<file path="src/rtl/i8255_sched.sv">
// i8255_sched: round-robin scheduler for two requesters, sequencing each access onto the i8255 CPU bus
// with programmable setup/strobe/hold phases. Define I8255_SCHED_INIT_EN for a start-up control-word write.
module i8255_sched #(
    parameter int unsigned SETUP_CYC  = 1,
    parameter int unsigned STROBE_CYC = 2,
    parameter int unsigned HOLD_CYC   = 1,
    parameter logic [7:0]  INIT_CTRL  = 8'h9B
) (
    input  logic       clk,
    input  logic       reset,
    input  logic       req0,
    input  logic       req1,
    input  logic       we0,
    input  logic       we1,
    input  logic [1:0] addr0,
    input  logic [1:0] addr1,
    input  logic [7:0] wdata0,
    input  logic [7:0] wdata1,
    output logic       ack0,
    output logic       ack1,
    output logic [7:0] rdata,
    output logic       busy,
    output logic       cs,
    output logic       rd,
    output logic       wr,
    output logic [1:0] a,
    output logic [7:0] dout,
    input  logic [7:0] din
);

    localparam int unsigned CW = 4;
    localparam int unsigned AW = 2;
    localparam int unsigned DW = 8;

    localparam logic [2:0] S_IDLE   = 3'd0;
    localparam logic [2:0] S_SETUP  = 3'd1;
    localparam logic [2:0] S_STROBE = 3'd2;
    localparam logic [2:0] S_HOLD   = 3'd3;
`ifdef I8255_SCHED_INIT_EN
    localparam logic [2:0] S_INIT   = 3'd4;
    localparam logic [2:0] S_RESET  = S_INIT;
`else
    localparam logic [2:0] S_RESET  = S_IDLE;
    logic unused_init;
    assign unused_init = ^INIT_CTRL;
`endif

    logic [2:0]    state_q, state_d;
    logic [CW-1:0] cnt_q, cnt_d;
    logic          port_q, port_d;
    logic          last_q, last_d;
    logic          we_q, we_d;
    logic          init_q, init_d;
    logic [AW-1:0] a_q, a_d;
    logic [DW-1:0] dout_q, dout_d;
    logic [DW-1:0] rdata_q, rdata_d;
    logic          cs_q, cs_d, rd_q, rd_d, wr_q, wr_d, busy_q, busy_d;
    logic          ack0_q, ack0_d, ack1_q, ack1_d;
    logic          grant_c;
    logic          ack_c;

    // Contention goes to the port that was not served last; a lone requester always wins.
    assign grant_c = (req0 && req1) ? ~last_q : req1;

    always_ff @(posedge clk or negedge reset) begin
        if (!reset) begin
            state_q <= S_RESET;
            cnt_q   <= '0;
            port_q  <= 1'b0;
            last_q  <= 1'b1;
            we_q    <= 1'b0;
            init_q  <= 1'b0;
            a_q     <= '0;
            dout_q  <= '0;
            rdata_q <= '0;
            cs_q    <= 1'b0;
            rd_q    <= 1'b0;
            wr_q    <= 1'b0;
            busy_q  <= 1'b0;
            ack0_q  <= 1'b0;
            ack1_q  <= 1'b0;
        end else begin
            state_q <= state_d;
            cnt_q   <= cnt_d;
            port_q  <= port_d;
            last_q  <= last_d;
            we_q    <= we_d;
            init_q  <= init_d;
            a_q     <= a_d;
            dout_q  <= dout_d;
            rdata_q <= rdata_d;
            cs_q    <= cs_d;
            rd_q    <= rd_d;
            wr_q    <= wr_d;
            busy_q  <= busy_d;
            ack0_q  <= ack0_d;
            ack1_q  <= ack1_d;
        end
    end

    always_comb begin
        state_d = state_q;
        cnt_d   = cnt_q;
        port_d  = port_q;
        last_d  = last_q;
        we_d    = we_q;
        init_d  = init_q;
        a_d     = a_q;
        dout_d  = dout_q;
        rdata_d = rdata_q;

        case (state_q)
            S_IDLE: begin
                if (req0 || req1) begin
                    port_d  = grant_c;
                    last_d  = grant_c;
                    init_d  = 1'b0;
                    we_d    = grant_c ? we1 : we0;
                    a_d     = grant_c ? addr1 : addr0;
                    dout_d  = grant_c ? wdata1 : wdata0;
                    state_d = S_SETUP;
                    cnt_d   = CW'(SETUP_CYC - 1);
                end
            end
            S_SETUP: begin
                if (cnt_q == '0) begin
                    state_d = S_STROBE;
                    cnt_d   = CW'(STROBE_CYC - 1);
                end else begin
                    cnt_d = cnt_q - CW'(1);
                end
            end
            S_STROBE: begin
                if (cnt_q == '0) begin
                    state_d = S_HOLD;
                    cnt_d   = CW'(HOLD_CYC - 1);
                    if (!we_q) begin
                        rdata_d = din;
                    end
                end else begin
                    cnt_d = cnt_q - CW'(1);
                end
            end
            S_HOLD: begin
                if (cnt_q == '0) begin
                    state_d = S_IDLE;
                end else begin
                    cnt_d = cnt_q - CW'(1);
                end
            end
`ifdef I8255_SCHED_INIT_EN
            S_INIT: begin
                init_d  = 1'b1;
                we_d    = 1'b1;
                a_d     = 2'b11;
                dout_d  = INIT_CTRL;
                state_d = S_SETUP;
                cnt_d   = CW'(SETUP_CYC - 1);
            end
`endif
            default: begin
                state_d = S_IDLE;
            end
        endcase

        // Bus outputs are registered, so they are decoded from the state being entered.
        cs_d   = (state_d == S_SETUP) || (state_d == S_STROBE) || (state_d == S_HOLD);
        rd_d   = (state_d == S_STROBE) && !we_d;
        wr_d   = (state_d == S_STROBE) && we_d;
        busy_d = (state_d != S_IDLE);
        ack_c  = (state_d == S_HOLD) && (cnt_d == '0) && !init_d;
        ack0_d = ack_c && !port_d;
        ack1_d = ack_c && port_d;
    end

    assign ack0  = ack0_q;
    assign ack1  = ack1_q;
    assign rdata = rdata_q;
    assign busy  = busy_q;
    assign cs    = cs_q;
    assign rd    = rd_q;
    assign wr    = wr_q;
    assign a     = a_q;
    assign dout  = dout_q;

endmodule

</file>
<file path="config.mk">
export PLATFORM = sky130hd
export DESIGN_NAME = i8255_sched
export DESIGN_NICKNAME = d
export VERILOG_FILES = /design/src/rtl/i8255_sched.sv
export SDC_FILE = /design/constraint.sdc
export NUM_CORES = 1
export LEC_CHECK = 0
export ABC_AREA = 1
export CAP_MARGIN = 40
export CORE_MARGIN = 3
export CORE_UTILIZATION = 44
export CTS_CLUSTER_SIZE = 24
export DETAILED_ROUTE_END_ITERATION = 8
export PLACE_DENSITY = 0.76
export SKIP_LAST_GASP = 1
export SLEW_MARGIN = 30
export SYNTH_ARGS = -nofsm -noshare
export SYNTH_HDL_FRONTEND = slang
export SYNTH_SLANG_ARGS = --single-unit
</file>
<file path="constraint.sdc">
create_clock -name clk -period 2.3 [get_ports clk]
set_input_delay 0.575 -clock clk [delete_from_list [all_inputs] [get_ports clk]]
set_output_delay 0.575 -clock clk [all_outputs]
set_load 0.05 [all_outputs]
</file>
==> results.py, run 1 <==
metrics = {
    "critical_path": {
        "rrSetupSlack_ns": 0.45,
        "critPathCaptureType": "output port",
        "rr_worst_depth": 12,
        "cp-start-kind": "register",
        "r2r_start": "cnt_q[0]",
        "crit_cells": 1,
        "critPathSlowestCell": "clkdlybuf4s50_1",
        "required_ns": 1.73,
        "crit_family": "buffers and inverters",
        "critPathCapture": "a[1]",
        "worstSetupPathType": "register to output port",
        "critical_path.startpoint": "a[1]",
        "worstPathMaxFanout": 2,
        "worstPathCellList": "clkdlybuf4s50_1",
        "cp.arrival_ns": 1.46,
        "r2r_end": "ack1",
        "slowest_delay_ns": 0.81,
        "critPathBufInv": 1,
    },
    "clocking": {
        "numCtsBuffers": 5,
        "clkTransAtPathRegs_ns": 0.07,
        "post_cts_buffers": 0,
        "ctsResizeCount": 0,
        "cts_hold_buf": 0,
        "clock-sinks": 35,
        "clock-root-buffer": "clkbuf_8",
        "cts_tree": "done",
        "clock_path_buffers": 2,
        "clkLatencyLatePin_ns": 0.29,
        "htree_levels": 2,
    },
    "die": {
        "die_x_um": 66.6,
        "rows": 21,
        "die_h_um": 66.6,
        "ios": 58,
        "core-area_um2": 3440,
        "die-area_um2": 4440,
        "start_util_pct": 47.0,
    },
    "sta": {
        "finalCritPeriodShare_pct": 88.3,
        "rsz0062_at_grt": "false",
        "worst_pin_slew_ns": 0.514,
        "finalSetupViolCount": 0,
        "timing.fmax_ghz": 0.492,
        "min_period_ns": 2.03,
        "relSlewSlack_pct": 65.6,
        "fin_skew_ns": 0.00684,
        "final_hold_viol_count": 0,
        "fin_tns_setup_ns": 0,
        "report.final.slew_viol_count": 0,
    },
    "grt": {
        "grt_first_pass_wirelength_mm": 5.49,
        "grt_max_degree": 36,
        "grt-ovfl-total": 0,
        "grt_usage_pct": 16.5,
        "antenna_found_initial": 0,
        "first_global_vias": 1243,
    },
    "synthesis": {
        "synth.area.top_cells": "dfrtp_1, nand2_1, nor2_1",
        "ys_ff_latch": 35,
        "avgSynthCellArea_um2": 8.79,
        "synth_cell_types": 22,
        "syn-num-nets": 221,
        "synth_top_area_share_pct": 52.6,
        "synth_edf_count": 0,
        "syn_area_um2": 1620,
        "synthTopCellsByCount": "nand2_1, dfrtp_1, nor2_1",
        "seq_area_frac_synth_pct": 54.2,
        "ys.flop_type": "dfrtp_1",
        "yosysTopAreaCell": "dfrtp_1",
        "synth_most_common_cell": "nand2_1",
        "yosysWarningCount": 0,
        "synthCells": 184,
        "async_reset_ff_share_pct": 100,
    },
    "finish": {
        "diodes": 0,
        "drive_gt1_share_pct": 14.5,
        "final_nets": 284,
        "syn_to_final_growth_pct": 45.2,
    },
    "power": {
        "total_power_mw": 2.98,
        "p_leak_nw": 1.12,
        "ir_drop_mv": 0.729,
        "powerDensity_nw_per_um2": 1270,
    },
    "flow_run": {
        "maxCapViolCount": 0,
    },
    "detailed_routing": {
        "ant_nets": 0,
        "vias": 1383,
        "wirelength_mm": 3.40,
        "vias_per_cell": 4.70,
        "drc_errors": 0,
        "first_pass_iters": 4,
        "wire_per_inst_um": 11.5,
        "drtIter0Drc": 63,
    },
    "worst_hold_path": {
        "min_path_type": "primary input to async pin",
    },
    "run_status": {
        "status": "complete, no violations",
    },
    "placed_design": {
        "dpl.hpwl_mm": 2.53,
        "gp_congestion": 0.835,
        "port_buffers": 57,
    },
}
## cells by family after synthesis
logic type / count (synthesis) / synth area share, %
and+or+nand+nor: 91 / 24.8
DFF: 35 / 54.2
AOI/OAI and AO/OA: 25 / 7.73
buffers and inverters: 21 / 5.10
muxes: 8 / 5.57
adders and majority gates: 3 / 2.32
other: 1 / 0.232
## cell usage in the layout (no fill, tap or decap)
master	n
clkdlybuf4s50_1	56
inv_1	13
buf_16	1
nor2_1	25
nor2_2	6
nand3_1	5
ha_1	3
clkbuf_1	1
nand2_1	46
clkinvlp_4	1
buf_2	1
nor2_4	1
nor3_1	1
o21ai_0	15
buf_4	2
dfrtp_1	34
clkbuf_8	5
mux2_2	8
nand3b_1	1
nand2_2	2
inv_2	4
nand3_2	3
o21ai_1	8
clkinv_2	1
a21oi_1	2
dfstp_2	1
or2_1	1
conb_1	1
## report_power, final
group / leakage, nW / total, mW / internal (mW) / switching, mW
clock network: 0.0412 / 0.420 / 0.211 / 0.209
logic: 0.628 / 1.58 / 0.554 / 1.02
registers: 0.447 / 0.985 / 0.844 / 0.142
## flip-flops by register name, summed over array words and instances (netlist names)
signal   count
rd           1
dout         8
we_q         1
init_q       1
ack0         1
cnt_q        4
last_q       1
ack1         1
state_q      3
a            2
busy         1
cs           1
port_q       1
wr           1
rdata        8
## area by class of cell
| type | instances | area (µm²) |
|---|---|---|
| clock buffer | 6 | 72.6 |
| clock inverter | 2 | 12.5 |
| fill | 286 | 1090 |
| inverter | 17 | 63.8 |
| multi-input combinational | 128 | 658 |
| sequential | 35 | 877 |
| tap | 46 | 57.6 |
| timing repair buffer | 60 | 608 |
## metal layers
metal  vias up  track usage [%]  wire length (µm)
li1        705                -                 -
met1       622             21.4              1490
met2        48             25.9              1610
met3         8             4.55               217
met4         0             6.85                78
met5         -                0                 0
## worst min path at each step
stage	end	start	slack (ns)	cells past startpoint
after floorplan	a[0]	reset	0.28	0
after global placement	init_q	init_q	0.46	2
after CTS	cnt_q[1]	reset	0.38	1
final	cnt_q[1]	reset	0.17	1
after global routing	cnt_q[2]	reset	0.18	1
after detailed placement	dout[2]	dout[2]	0.47	2
## stage by stage
stage | setup slack, ns | util (%) | instance area [µm²] | hold WS (ns) | instances
6_report | 0.269 | 68.3 | 2350 | 0.170 | 294
5_1_grt | 0.217 | 68.3 | 2350 | 0.182 | 294
4_1_cts | 0.257 | 67.5 | 2320 | 0.379 | 293
3_5_place_dp | 0.215 | 65.0 | 2240 | 0.473 | 285
3_3_place_gp | 0.262 | 65.0 | 2240 | 0.464 | 285
2_1_floorplan | 0.673 | - | 1620 | 0.279 | 184
Power figures use the tool's default switching activity.
==> run 2: changes to the inputs <==
--- a/config.mk
+++ b/config.mk
@@ -13,7 +13,6 @@
 export DETAILED_ROUTE_END_ITERATION = 8
 export PLACE_DENSITY = 0.76
 export SKIP_LAST_GASP = 1
-export SLEW_MARGIN = 30
 export SYNTH_ARGS = -nofsm -noshare
 export SYNTH_HDL_FRONTEND = slang
 export SYNTH_SLANG_ARGS = --single-unit
==> run 2 against run 1 <==
  * Flip-flop and latch count did not move
  * Combinational power hardly changed
  * First-iteration DRC count is 30% lower
  * Non-clock buffer count down 1
  * Critical endpoint unchanged
  * Largest power group unchanged
==> results.py, run 2 (synthesis gave the netlist of run 1 again) <==
metrics = {
    "clocking": {
        "clkTransAtPathRegs_ns": 0.07,
        "cts_hold_buf": 0,
        "clkLatencyLatePin_ns": 0.29,
        "clock-sinks": 35,
        "ctsResizeCount": 0,
        "numCtsBuffers": 5,
        "htree_levels": 2,
        "clock-root-buffer": "clkbuf_8",
        "clock_path_buffers": 2,
        "post_cts_buffers": 0,
        "cts_tree": "done",
    },
    "power": {
        "power_frac_comb_pct": 52.8,
        "p_switching_mw": 1.37,
        "ir_drop_mv": 0.729,
        "p_int_mw": 1.60,
        "clockPowerShare_pct": 14.2,
        "powerDensity_nw_per_um2": 1280,
        "seqPwrFrac_pct": 33.1,
        "p_sw_share_pct": 46.1,
        "p_leak_nw": 1.10,
    },
    "die": {
        "ios": 58,
        "die-area_um2": 4440,
        "core-area_um2": 3440,
        "die_h_um": 66.6,
        "die_x_um": 66.6,
        "rows": 21,
        "start_util_pct": 47.0,
    },
    "detailed_routing": {
        "drtIter0Drc": 44,
        "vias": 1370,
        "wirelength_mm": 3.36,
        "first_pass_iters": 4,
        "ant_nets": 0,
        "drc_errors": 0,
        "wire_per_inst_um": 11.5,
        "vias_per_cell": 4.68,
    },
    "sta": {
        "fin_tns_setup_ns": 0,
        "final_hold_viol_count": 0,
        "worst_pin_slew_ns": 0.731,
        "fin_ws_ns": 0.268,
        "min_period_ns": 2.03,
        "finalSetupViolCount": 0,
        "finalCritPeriodShare_pct": 88.3,
        "rsz0062_at_grt": "false",
        "report.final.slew_viol_count": 0,
        "relSlewSlack_pct": 51.2,
        "timing.fmax_ghz": 0.492,
        "fin_skew_ns": 0.00679,
    },
    "critical_path": {
        "crit_family": "buffers and inverters",
        "rrSetupSlack_ns": 0.45,
        "r2r_start": "cnt_q[0]",
        "critPathCaptureType": "output port",
        "critPathBufInv": 1,
        "slowest_delay_ns": 0.81,
        "worstPathCellList": "clkdlybuf4s50_1",
        "cp-start-kind": "register",
        "critPathSlowestCell": "clkdlybuf4s50_1",
        "required_ns": 1.73,
        "critical_path.startpoint": "a[1]",
        "worstPathMaxFanout": 2,
        "r2r_end": "ack1",
        "cp.arrival_ns": 1.46,
        "worstSetupPathType": "register to output port",
        "rr_worst_depth": 12,
        "critPathCapture": "a[1]",
        "crit_cells": 1,
    },
    "grt": {
        "grt_first_pass_wirelength_mm": 5.49,
        "grt-ovfl-total": 0,
        "grt_max_degree": 36,
        "grt_usage_pct": 16.5,
        "grt_util_met1_pct": 21.4,
        "met2_usage_pct": 25.9,
        "first_global_vias": 1243,
        "antenna_found_initial": 0,
        "grt-busiest-layer": "met2",
        "grt_use_met3_pct": 4.55,
    },
    "finish": {
        "drive_gt1_share_pct": 14.2,
        "syn_to_final_growth_pct": 43.5,
        "final_common_cell": "clkdlybuf4s50_1",
        "final_nets": 283,
        "final_cell_mix": "clkdlybuf4s50_1, nand2_1, dfrtp_1",
        "fillCellCount": 290,
        "diodes": 0,
    },
    "flow_run": {
        "maxCapViolCount": 0,
    },
    "worst_hold_path": {
        "min_path_type": "primary input to async pin",
    },
    "placed_design": {
        "dp_slack_ns": 0.215,
        "gp_congestion": 0.835,
        "dpl.hpwl_mm": 2.53,
        "port_buffers": 57,
    },
    "run_status": {
        "status": "complete, no violations",
    },
}
[run 2: cell count changes in the layout (fill, tap and decap cells not counted), sizes merged]
cell / delta
buf: -1
[run 2: worst min path at each step]
stage / from / cells after the start / endpoint / slack [ns]
global route: reset / 1 / dout[6] / 0.43
global placement: init_q / 2 / init_q / 0.46
floorplan: reset / 0 / a[0] / 0.28
CTS: reset / 1 / cnt_q[1] / 0.38
finish: reset / 1 / rdata[3] / 0.35
detailed placement: dout[2] / 2 / dout[2] / 0.47
[run 2: per-layer routing]
layer / share of wire (%) / vias to the layer above
li1: - / 703
met1: 44 / 613
met2: 47 / 46
met3: 6.3 / 8
met4: 2.3 / 0
met5: 0 / -
[run 2: metrics by stage]
| step | instance area, µm² | cells | hold WS [ns] | total power, mW | util [%] |
|---|---|---|---|---|---|
| after detailed placement | 2240 | 285 | 0.473 | 2.57 | 65.0 |
| after CTS | 2320 | 293 | 0.379 | 3.00 | 67.5 |
| after global routing | 2320 | 293 | 0.428 | 3.18 | 67.5 |
| after global placement | 2240 | 285 | 0.464 | 2.56 | 65.0 |
| after floorplan | 1620 | 184 | 0.279 | 2.06 | - |
| final | 2320 | 293 | 0.347 | 2.97 | 67.5 |
[run 2: power groups by stage]
stage | Clock, mW | Combinational [mW] | Sequential (mW)
after floorplan | 0 | 0.497 | 1.56
after global placement | 0 | 1.57 | 0.990
after detailed placement | 0 | 1.58 | 0.991
after CTS | 0.432 | 1.59 | 0.983
after global routing | 0.463 | 1.70 | 1.01
final | 0.421 | 1.57 | 0.984
[run 2: cell type report]
class	count	area (µm²)	share of cell area [%]
repair buffers	59	581	25.0
multi-input cells	128	658	28.3
flip-flops and latches	35	877	37.8
clock inverters	2	12.5	0.539
clock buffers	6	72.6	3.12
well taps	46	57.6	2.48
inverters	17	63.8	2.75
